## src/rtl/seg7_pkg.sv

```systemverilog
// Shared types and constants for the four-digit multiplexed seven-segment scanner.
package seg7_pkg;

    localparam int unsigned DATA_W  = 16;
    localparam int unsigned NIB_W   = 4;
    localparam int unsigned SEG_W   = 7;
    localparam int unsigned AN_W    = 4;
    localparam int unsigned DIG_W   = 2;
    localparam int unsigned HEX_CNT = 16;

    typedef enum logic {
        GAP   = 1'b0,
        DRIVE = 1'b1
    } state_t;

    localparam logic [SEG_W-1:0] SEG_BLANK = 7'b1111111;
    localparam logic [AN_W-1:0]  AN_OFF    = 4'b1111;

    // Active-low {g,f,e,d,c,b,a}; entry k is the glyph for hex digit k.
    localparam logic [HEX_CNT-1:0][SEG_W-1:0] HEX_SEG = {
        7'b0001110,  // F
        7'b0000110,  // E
        7'b0100001,  // d
        7'b1000110,  // C
        7'b0000011,  // b
        7'b0001000,  // A
        7'b0010000,  // 9
        7'b0000000,  // 8
        7'b1111000,  // 7
        7'b0000010,  // 6
        7'b0010010,  // 5
        7'b0011001,  // 4
        7'b0110000,  // 3
        7'b0100100,  // 2
        7'b1111001,  // 1
        7'b1000000   // 0
    };

    // Active-low one-hot anode pattern for a digit index.
    function automatic logic [AN_W-1:0] an_select(input logic [DIG_W-1:0] dig);
        return ~(AN_W'(1) << dig);
    endfunction

endpackage

```

## src/rtl/seg7_if.sv

```systemverilog
// Processor-side value/blanking inputs and panel-side segment/anode/dp drive.
interface seg7_if;
    import seg7_pkg::*;

    logic [DATA_W-1:0] DATA;
    logic              BLANK_LZ;
    logic [SEG_W-1:0]  SEG;
    logic [AN_W-1:0]   AN;
    logic              DP;

    modport master (
        output DATA,
        output BLANK_LZ,
        input  SEG,
        input  AN,
        input  DP
    );

    modport slave (
        input  DATA,
        input  BLANK_LZ,
        output SEG,
        output AN,
        output DP
    );
endinterface

```

## src/rtl/hex7seg.sv

```systemverilog
// Combinational hex nibble to active-low seven-segment glyph.
module hex7seg
    import seg7_pkg::*;
(
    input  logic [NIB_W-1:0] nibble,
    output logic [SEG_W-1:0] seg
);

    assign seg = HEX_SEG[nibble];

endmodule

```

## src/rtl/seg7_scan.sv

```systemverilog
// Four-digit multiplexed display scanner: prescaler, GAP/DRIVE slot FSM,
// frame-aligned shadow of the input value, leading-zero blanking, registered drive.
module seg7_scan
    import seg7_pkg::*;
#(
    parameter int unsigned CLK_DIV = 50000,  // cycles per digit slot, >= 4
    parameter int unsigned GAP_CYC = 500     // blanking cycles at slot start, 1..CLK_DIV-1
) (
    input  logic  ClK,
    input  logic  RESET,
    seg7_if.slave bus
);

    localparam int unsigned          CNT_W        = $clog2(CLK_DIV);
    localparam logic [CNT_W-1:0]     CNT_LAST     = CNT_W'(CLK_DIV - 1);
    localparam logic [CNT_W-1:0]     CNT_GAP_LAST = CNT_W'(GAP_CYC - 1);
    localparam logic [DIG_W-1:0]     DIG_LAST     = DIG_W'(AN_W - 1);

    logic [CNT_W-1:0]  cnt;
    logic [DIG_W-1:0]  dig;
    logic              slot_end;
    logic              frame_end;

    state_t            state;
    state_t            state_nxt;

    logic [DATA_W-1:0] shd;
    logic              lz_en;

    logic [NIB_W-1:0]  cur_nib;
    logic [SEG_W-1:0]  cur_glyph;
    logic              dig_blank;

    logic [SEG_W-1:0]  seg_nxt;
    logic [AN_W-1:0]   an_nxt;

    assign slot_end  = (cnt == CNT_LAST);
    assign frame_end = slot_end && (dig == DIG_LAST);

    // Slot prescaler and digit index; the 2-bit index wraps 3 -> 0 on its own.
    always_ff @(posedge ClK or negedge RESET) begin
        if (!RESET) begin
            cnt <= '0;
            dig <= '0;
        end else begin
            cnt <= slot_end ? '0 : cnt + CNT_W'(1);
            if (slot_end) begin
                dig <= dig + DIG_W'(1);
            end
        end
    end

    // Value is captured only at the frame boundary so a frame never tears
    // and short input pulses between boundaries are not seen at all.
    always_ff @(posedge ClK or negedge RESET) begin
        if (!RESET) begin
            shd   <= '0;
            lz_en <= 1'b0;
        end else if (frame_end) begin
            shd   <= bus.DATA;
            lz_en <= bus.BLANK_LZ;
        end
    end

    assign cur_nib = NIB_W'(shd >> {dig, 2'b00});

    hex7seg u_hex7seg (
        .nibble (cur_nib),
        .seg    (cur_glyph)
    );

    // Leading-zero suppression looks at the current digit and everything above it.
    always_comb begin
        dig_blank = 1'b0;
        case (dig)
            2'd3:    dig_blank = lz_en && (shd[15:12] == 4'h0);
            2'd2:    dig_blank = lz_en && (shd[15:8]  == 8'h00);
            2'd1:    dig_blank = lz_en && (shd[15:4]  == 12'h000);
            default: dig_blank = 1'b0;
        endcase
    end

    always_ff @(posedge ClK or negedge RESET) begin
        if (!RESET) begin
            state <= GAP;
        end else begin
            state <= state_nxt;
        end
    end

    // The GAP exit is taken on GAP_CYC-1 so that state reads DRIVE exactly
    // when cnt == GAP_CYC, keeping state equivalent to (cnt >= GAP_CYC).
    always_comb begin
        state_nxt = state;
        an_nxt    = AN_OFF;
        seg_nxt   = SEG_BLANK;
        case (state)
            GAP: begin
                if (cnt == CNT_GAP_LAST) begin
                    state_nxt = DRIVE;
                end
            end
            DRIVE: begin
                an_nxt  = an_select(dig);
                seg_nxt = dig_blank ? SEG_BLANK : cur_glyph;
                if (slot_end) begin
                    state_nxt = GAP;
                end
            end
            default: begin
                state_nxt = GAP;
            end
        endcase
    end

    // Panel drive registers: one cycle behind the FSM/prescaler state.
    always_ff @(posedge ClK or negedge RESET) begin
        if (!RESET) begin
            bus.SEG <= SEG_BLANK;
            bus.AN  <= AN_OFF;
            bus.DP  <= 1'b1;
        end else begin
            bus.SEG <= seg_nxt;
            bus.AN  <= an_nxt;
            bus.DP  <= 1'b1;
        end
    end

endmodule

```

## src/flat_wrapper.sv

```systemverilog
// flat-port wrapper written by rule: the top's interface ports become plain ports
module seg7_scan_flat import seg7_pkg::*;
#(
    parameter int unsigned CLK_DIV = 50000,                                
    parameter int unsigned GAP_CYC = 500                                                   
)
  (ClK, RESET, bus_DATA, bus_BLANK_LZ, bus_SEG, bus_AN, bus_DP);
  seg7_if bus_i ();
  input  logic ClK;
  input  logic RESET;
  input wire logic [$bits(bus_i.DATA)-1:0] bus_DATA;
  input wire logic [$bits(bus_i.BLANK_LZ)-1:0] bus_BLANK_LZ;
  output wire logic [$bits(bus_i.SEG)-1:0] bus_SEG;
  output wire logic [$bits(bus_i.AN)-1:0] bus_AN;
  output wire logic [$bits(bus_i.DP)-1:0] bus_DP;
  assign bus_i.DATA = bus_DATA;
  assign bus_i.BLANK_LZ = bus_BLANK_LZ;
  assign bus_SEG = bus_i.SEG;
  assign bus_AN = bus_i.AN;
  assign bus_DP = bus_i.DP;
  seg7_scan #(.CLK_DIV(CLK_DIV), .GAP_CYC(GAP_CYC)) u_core (.ClK(ClK), .RESET(RESET), .bus(bus_i));
endmodule
```

## config.mk

```make
export PLATFORM = sky130hd
export DESIGN_NAME = seg7_scan_flat
export DESIGN_NICKNAME = d
export VERILOG_FILES = /design/src/rtl/seg7_pkg.sv /design/src/rtl/seg7_if.sv /design/src/rtl/hex7seg.sv /design/src/rtl/seg7_scan.sv /design/src/flat_wrapper.sv
export SDC_FILE = /design/constraint.sdc
export NUM_CORES = 1
export LEC_CHECK = 0
export CAP_MARGIN = 25
export CORE_MARGIN = 2
export CORE_UTILIZATION = 25
export DETAILED_ROUTE_END_ITERATION = 7
export PLACE_DENSITY = 0.5
export SLEW_MARGIN = 20
export SYNTH_ARGS = -nofsm -noshare
export SYNTH_HDL_FRONTEND = slang
export SYNTH_SLANG_ARGS = --single-unit
```

## constraint.sdc

```tcl
create_clock -name ClK -period 2.3 [get_ports ClK]
set_input_delay 0.46 -clock ClK [delete_from_list [all_inputs] [get_ports ClK]]
set_output_delay 0.46 -clock ClK [all_outputs]
set_load 0.05 [all_outputs]
```

; ---- After elaboration in Yosys (flattened, before gate mapping)
; Memories as Yosys holds them, arrays and structs flattened.
; Index checks and enable logic that the tools add are counted.
[totals]
ff_bits = 47
rom_bits = 112
in_bits = 19
out_inout_bits = 12
word_cells = 36
n_memories = 1
[mem_list]
columns = name, words, word_bits, rd, rd_ports_with_merged_regs, wr, line
row1 = (name not given), 16, 7, 1, 0, 0, hex7seg.sv:9  ; assign seg = HEX_SEG[nibble];
[op_classes]
add_sub_neg = 2
magnitude_cmp = 1
eq_ne = 5
shifts = 2
muxes = 9
bitwise_logic = 2
reduce_logical = 7
[ops]
columns = cell, count
row1 = $mux W7, 3
row2 = $add A16 B1 Y16 const B, 1
row3 = $eq A16 B16 Y1 const B, 1
row4 = $eq A16 B9 Y1 const B, 1
row5 = $mux W16, 1
row6 = $shr A16 B4 Y4, 1
row7 = $logic_not A12 Y1, 1
row8 = $logic_not A8 Y1, 1
row9 = $lt A4 B5 Y1 const B, 1
row10 = $eq A2 B2 Y1 const B, 2
row11 = $logic_and A1 B1 Y1, 4
row12 = $logic_not A4 Y1, 1
row13 = $mux W4, 1
row14 = $not A4 Y4, 1
row15 = $shl A1 B2 Y4 const A, 1
row16 = $pmux W1 S3, 1
row17 = $add A2 B1 Y2 const B, 1
row18 = $eq A2 B1 Y1 const B, 1
row19 = $mux W1, 2
row20 = $pmux W1 S2, 1
row21 = $not A1 Y1, 1

; ---- Logic depth before layout (Yosys ltp)
[logic_depth]
depth_word = 5
depth_mapped = 8
mapped_depth_nobuf = 7

; ---- Cells and area by module
; A second synthesis with hierarchy kept.
[unflattened]
hier_cells = 195
hier_area_um2 = 2396.0
[modules_own_cells]
columns = module, n_inst, cells_per_inst, area_each_um2, seq_area_each_um2
row1 = seg7_scan, 1, 162, 2122.0, 1189.9
row2 = hex7seg, 1, 33, 274.0, 0.0

; ---- Worst setup path after synthesis
; No wires, ideal clock.
[synth_path]
path_kind = reg2reg
from = register u_core.cnt[0]
to = register u_core.shd[10]
setup_time_ns = 0.125
arrival_ns = 1.821
required_ns = 2.175
path_slack_ns = 0.354
path_stages_with_launch = 8
n_path_buf = 1
period_less_slack_ns = 1.946
path_cell_list = dfrtp_1 ha_1 and3_2 nand4_2 nor4_4 nand2_4 buf_6 mux2_4
[synth_between]
elab_chain_len = 2
[synth_lines]
columns = item, line
row1 = "start, declared", seg7_scan.sv:19  ; logic [CNT_W-1:0] cnt;
row2 = "start signal, assigned", seg7_scan.sv:46  ; cnt <= slot_end ? '0 : cnt + CNT_W'(1);
row3 = $eq A16 B16 Y1, seg7_scan.sv:37  ; assign slot_end = (cnt == CNT_LAST);
row4 = $logic_and A1 B1 Y1, seg7_scan.sv:38  ; assign frame_end = slot_end && (dig == DIG_LAST);
row5 = "end signal, assigned", seg7_scan.sv:60  ; shd <= bus.DATA;
row6 = "end, declared", seg7_scan.sv:27  ; logic [DATA_W-1:0] shd;
; Every way passes these cells.
; A chain may end at the register's enable or synchronous reset.

; ---- Worst setup path after layout
[layout_path]
from = register u_core.bus.AN[1]
to = output port bus_AN[1]
[layout_rtl]
columns = item, line
row1 = "start, declared", seg7_if.sv:23  ; output AN,
row2 = "start signal, assigned", seg7_scan.sv:124  ; bus.AN <= an_nxt;
row3 = "end, declared", flat_wrapper.sv:14  ; output wire logic [$bits(bus_i.AN)-1:0] bus_AN;
; No word-level cell between the ends.

==> impl_summary.log <==
INFO  metric synth_flop_cell = dfrtp_1
INFO  metric fin_crit = 2080 ps
INFO  metric crit_path_top_delay_cell = clkdlybuf4s50_1
INFO  metric p_leak = 0.00123 uW
INFO  metric final_layout_size_suffix_gt1_share = 21.3%
INFO  metric timing_max_transition_violations_final = 0
INFO  metric yosys_warnings = 0
INFO  metric synth.lib_cells_used.distinct = 43
INFO  metric core.rowCount = 35
INFO  metric drt_pre_antenna_iters = 4
INFO  metric grt_antenna_before_repair = 0
INFO  metric drt_iter0_drc = 64
INFO  metric timing.setup.critical_path_class = register to output port
INFO  metric synth_async_sr_flop_share = 100%
INFO  metric synth_nets = 228
INFO  metric delay_of_the_slowest_cell_on_the_worst_path = 790 ps
INFO  metric post_cts_hold_buffer_count = 0
INFO  metric synth-edff-count = 0
INFO  metric postLayoutCellArea = 2890 sq um
INFO  metric netlist_area = 2360 sq um
INFO  metric drt-total-wl = 4510 um
INFO  metric fin_worst_skew = 17.5 ps
INFO  metric floorplan.core_area = 9200 sq um
INFO  metric setup_viol_count_final = 0
INFO  metric deepest_level_of_the_cts_h_tree = 2
INFO  metric synth-seq-area-share = 50.3%
INFO  metric areaGrowthSynthToFinish = 22.2%
INFO  metric fin_crit_sh = 90.4%
INFO  metric via_count_of_the_first_global_routing_pass = 1,622
INFO  metric maxClockFrequency = 0.481 GHz
INFO  metric antenna_violating_nets_post_route = 0
INFO  metric grt_start_max_net_pins = 48
INFO  metric post-dp-hpwl = 3320 um
INFO  metric endpoint_kind = output port
INFO  metric routed_via_density = 4.52
INFO  metric timing.critical_path.buf_inv = 1
INFO  metric tritoncts = built
INFO  metric synth_area_leaders = dfrtp_1 (38%), dfstp_2 (12%), mux2_4 (6.4%), ha_1 (5.8%), mux2_2 (4.3%)
INFO  metric nets = 264
INFO  metric worst-slew-pin-transition = 588 ps
INFO  metric yosys.area.top_type_share = 38.1%
INFO  metric timing.max_cap.violations = 0
INFO  metric diodes = 0
INFO  metric run_status = finished, final reports clean
INFO  metric clk_pin_slew = 100 ps
INFO  metric ir_drop = 0.233 mV
INFO  metric cp.arrival = 1620 ps
INFO  metric grt_util_all_layers = 9.93%
INFO  metric synth_seq_cells = 47
INFO  metric clock_insertion_delay_at_the_later_pin_of_the_skew_report = 300 ps
INFO  metric post-route-drc-count = 0
INFO  metric gp_congestion = 0.754
INFO  metric gr-total-overflow = 0
INFO  metric total_cell_area_at_the_placement_stage = 2790 sq um
INFO  metric cts_resized = 0
INFO  metric crit_chain = clkdlybuf4s50_1
INFO  metric floorplan.die.width = 101 um
INFO  metric clk_path_buf_depth = 2
INFO  metric cpLargestDelayFamily = buffers and inverters
INFO  metric post_synth_inst_count = 198
INFO  metric cts.root.buffer_cell = clkbuf_8
INFO  metric fin_setup_tns = 0 ps
INFO  metric cellPowerDensity = 518 nW/um^2
INFO  metric relSlewSlack = 60.8%
INFO  metric critPathMaxFanout = 1
INFO  metric cp_required = 1840 ps
INFO  metric number_of_hold_slack_violations_in_the_final_timing_report = 0
INFO  metric grt_first_pass_wirelength = 8090 um
INFO  metric wl_per_cell = 13.0 um
INFO  metric hold_class = input pin to async pin
INFO  metric fp.dieArea = 10,200 sq um
INFO  metric syn_avg_cell_area = 11.9 sq um
INFO  metric initial_cell_density_of_the_core = 25.7%
INFO  metric cell_type_with_the_largest_total_area_after_synthesis = dfrtp_1
INFO  metric floorplan.die.height = 101 um
INFO  metric vias = 1,563
INFO  metric critical_path_startpoint_category = register
INFO  metric boundaryPins = 31
INFO  metric tritoncts_num_sinks = 47
INFO  metric fill_cells = 958
INFO  metric post-cts-setup-buffers = 0
INFO  metric rsz_0062_raised_after_global_routing = false
INFO  metric io_buffers = 29
INFO  metric tritoncts.num_buffers = 5
INFO  metric whs = 238 ps
==> stage by stage <==
stage                     setup WS (ps)  utilization [%]  std cells  total power (uW)
after CTS                           193             31.4        346              1540
after global routing               15.5             31.4        346              1590
after global placement              309             30.4        338               988
after floorplan                     354                -        198               926
final                               220             31.4        346              1500
after detailed placement            298             30.4        338               989
==> cells by family after synthesis <==
family / synth area share [%]
buffers and inverters: 2.17
and+or+nand+nor: 14.2
muxes: 15.5
adders and majority gates: 5.82
AOI/OAI and AO/OA: 6.25
DFF: 50.3
other: 0.159
xor gates and xnor gates: 5.56
==> worst paths after layout <==
path                                      to  cells past startpoint  slack, ps             start
max reg2reg                u_core.bus.SEG[0]                      6        250     u_core.dig[1]
max                                bus_AN[1]                      1        220  u_core.bus.AN[1]
min reg2reg                    u_core.cnt[0]                      1        490     u_core.cnt[0]
min in group ClK               u_core.cnt[0]                      1        490     u_core.cnt[0]
min                           u_core.cnt[15]                      2        240             RESET
max in group asynchronous   u_core.bus.AN[0]                      2       1660             RESET
==> Yosys cell counts, types with 2 or more instances <==
cell / count
o311ai_0: 3
o221ai_1: 3
nand2_1: 19
nor2_1: 15
dfrtp_1: 36
ha_1: 11
mux2_2: 9
mux2_4: 10
dfstp_2: 11
nand3_1: 9
mux2i_1: 7
o21a_1: 2
a21oi_1: 3
and3_1: 4
xor2_1: 7
inv_1: 4
mux4_2: 2
o211ai_1: 2
o21ai_0: 5
xnor2_1: 8
nor4_1: 4
nand4_1: 3
==> metal layers <==
metal / global-route usage, % / routed length [um]
met2: 14.9 / 1960
met4: 3.43 / 57
met1: 14.2 / 2350
met5: 0 / 0
met3: 2.14 / 144
==> state kept, by name, summed over array words and instances, names as in the netlist <==
name            flops
u_core.shd         16
u_core.state        1
u_core.dig          2
u_core.bus.SEG      7
u_core.lz_en        1
u_core.cnt         16
u_core.bus.AN       4
==> cell type report <==
| cell class | count | area [sq um] | area share, % |
|---|---|---|---|
| inverter | 5 | 18.8 | 0.650 |
| clock buffer | 5 | 68.8 | 2.38 |
| sequential | 47 | 1190 | 41.2 |
| multi-input combinational | 141 | 1120 | 38.9 |
| tap | 111 | 139 | 4.81 |
| timing repair buffer | 34 | 323 | 11.2 |
| clock inverter | 3 | 26.3 | 0.910 |
==> where the power goes <==
part           total [uW]  leakage [uW]  switching, uW  internal [uW]
clock                 525     0.0000491            301            224
combinational         117      0.000613           54.3           62.3
sequential            855      0.000565           13.4            842
==> cells in the final DEF (no fill, tap or decap), types with 2 or more instances in the layout <==
master           instances
dfrtp_1                 36
clkdlybuf4s50_1         28
inv_6                    2
ha_1                    11
buf_4                    5
o221ai_1                 3
nand3_1                  9
inv_1                    4
o21a_1                   2
a21oi_1                  3
xnor2_1                  8
clkbuf_8                 5
nor4_1                   4
o211ai_1                 2
xor2_1                   7
mux4_2                   2
o311ai_0                 3
nand4_1                  3
mux2i_1                  7
nand2_1                 19
o21ai_0                  5
nor2_1                  15
mux2_4                  10
and3_1                   4
mux2_2                   9
dfstp_2                 11
Note: power is estimated with default switching activity, not from simulation.
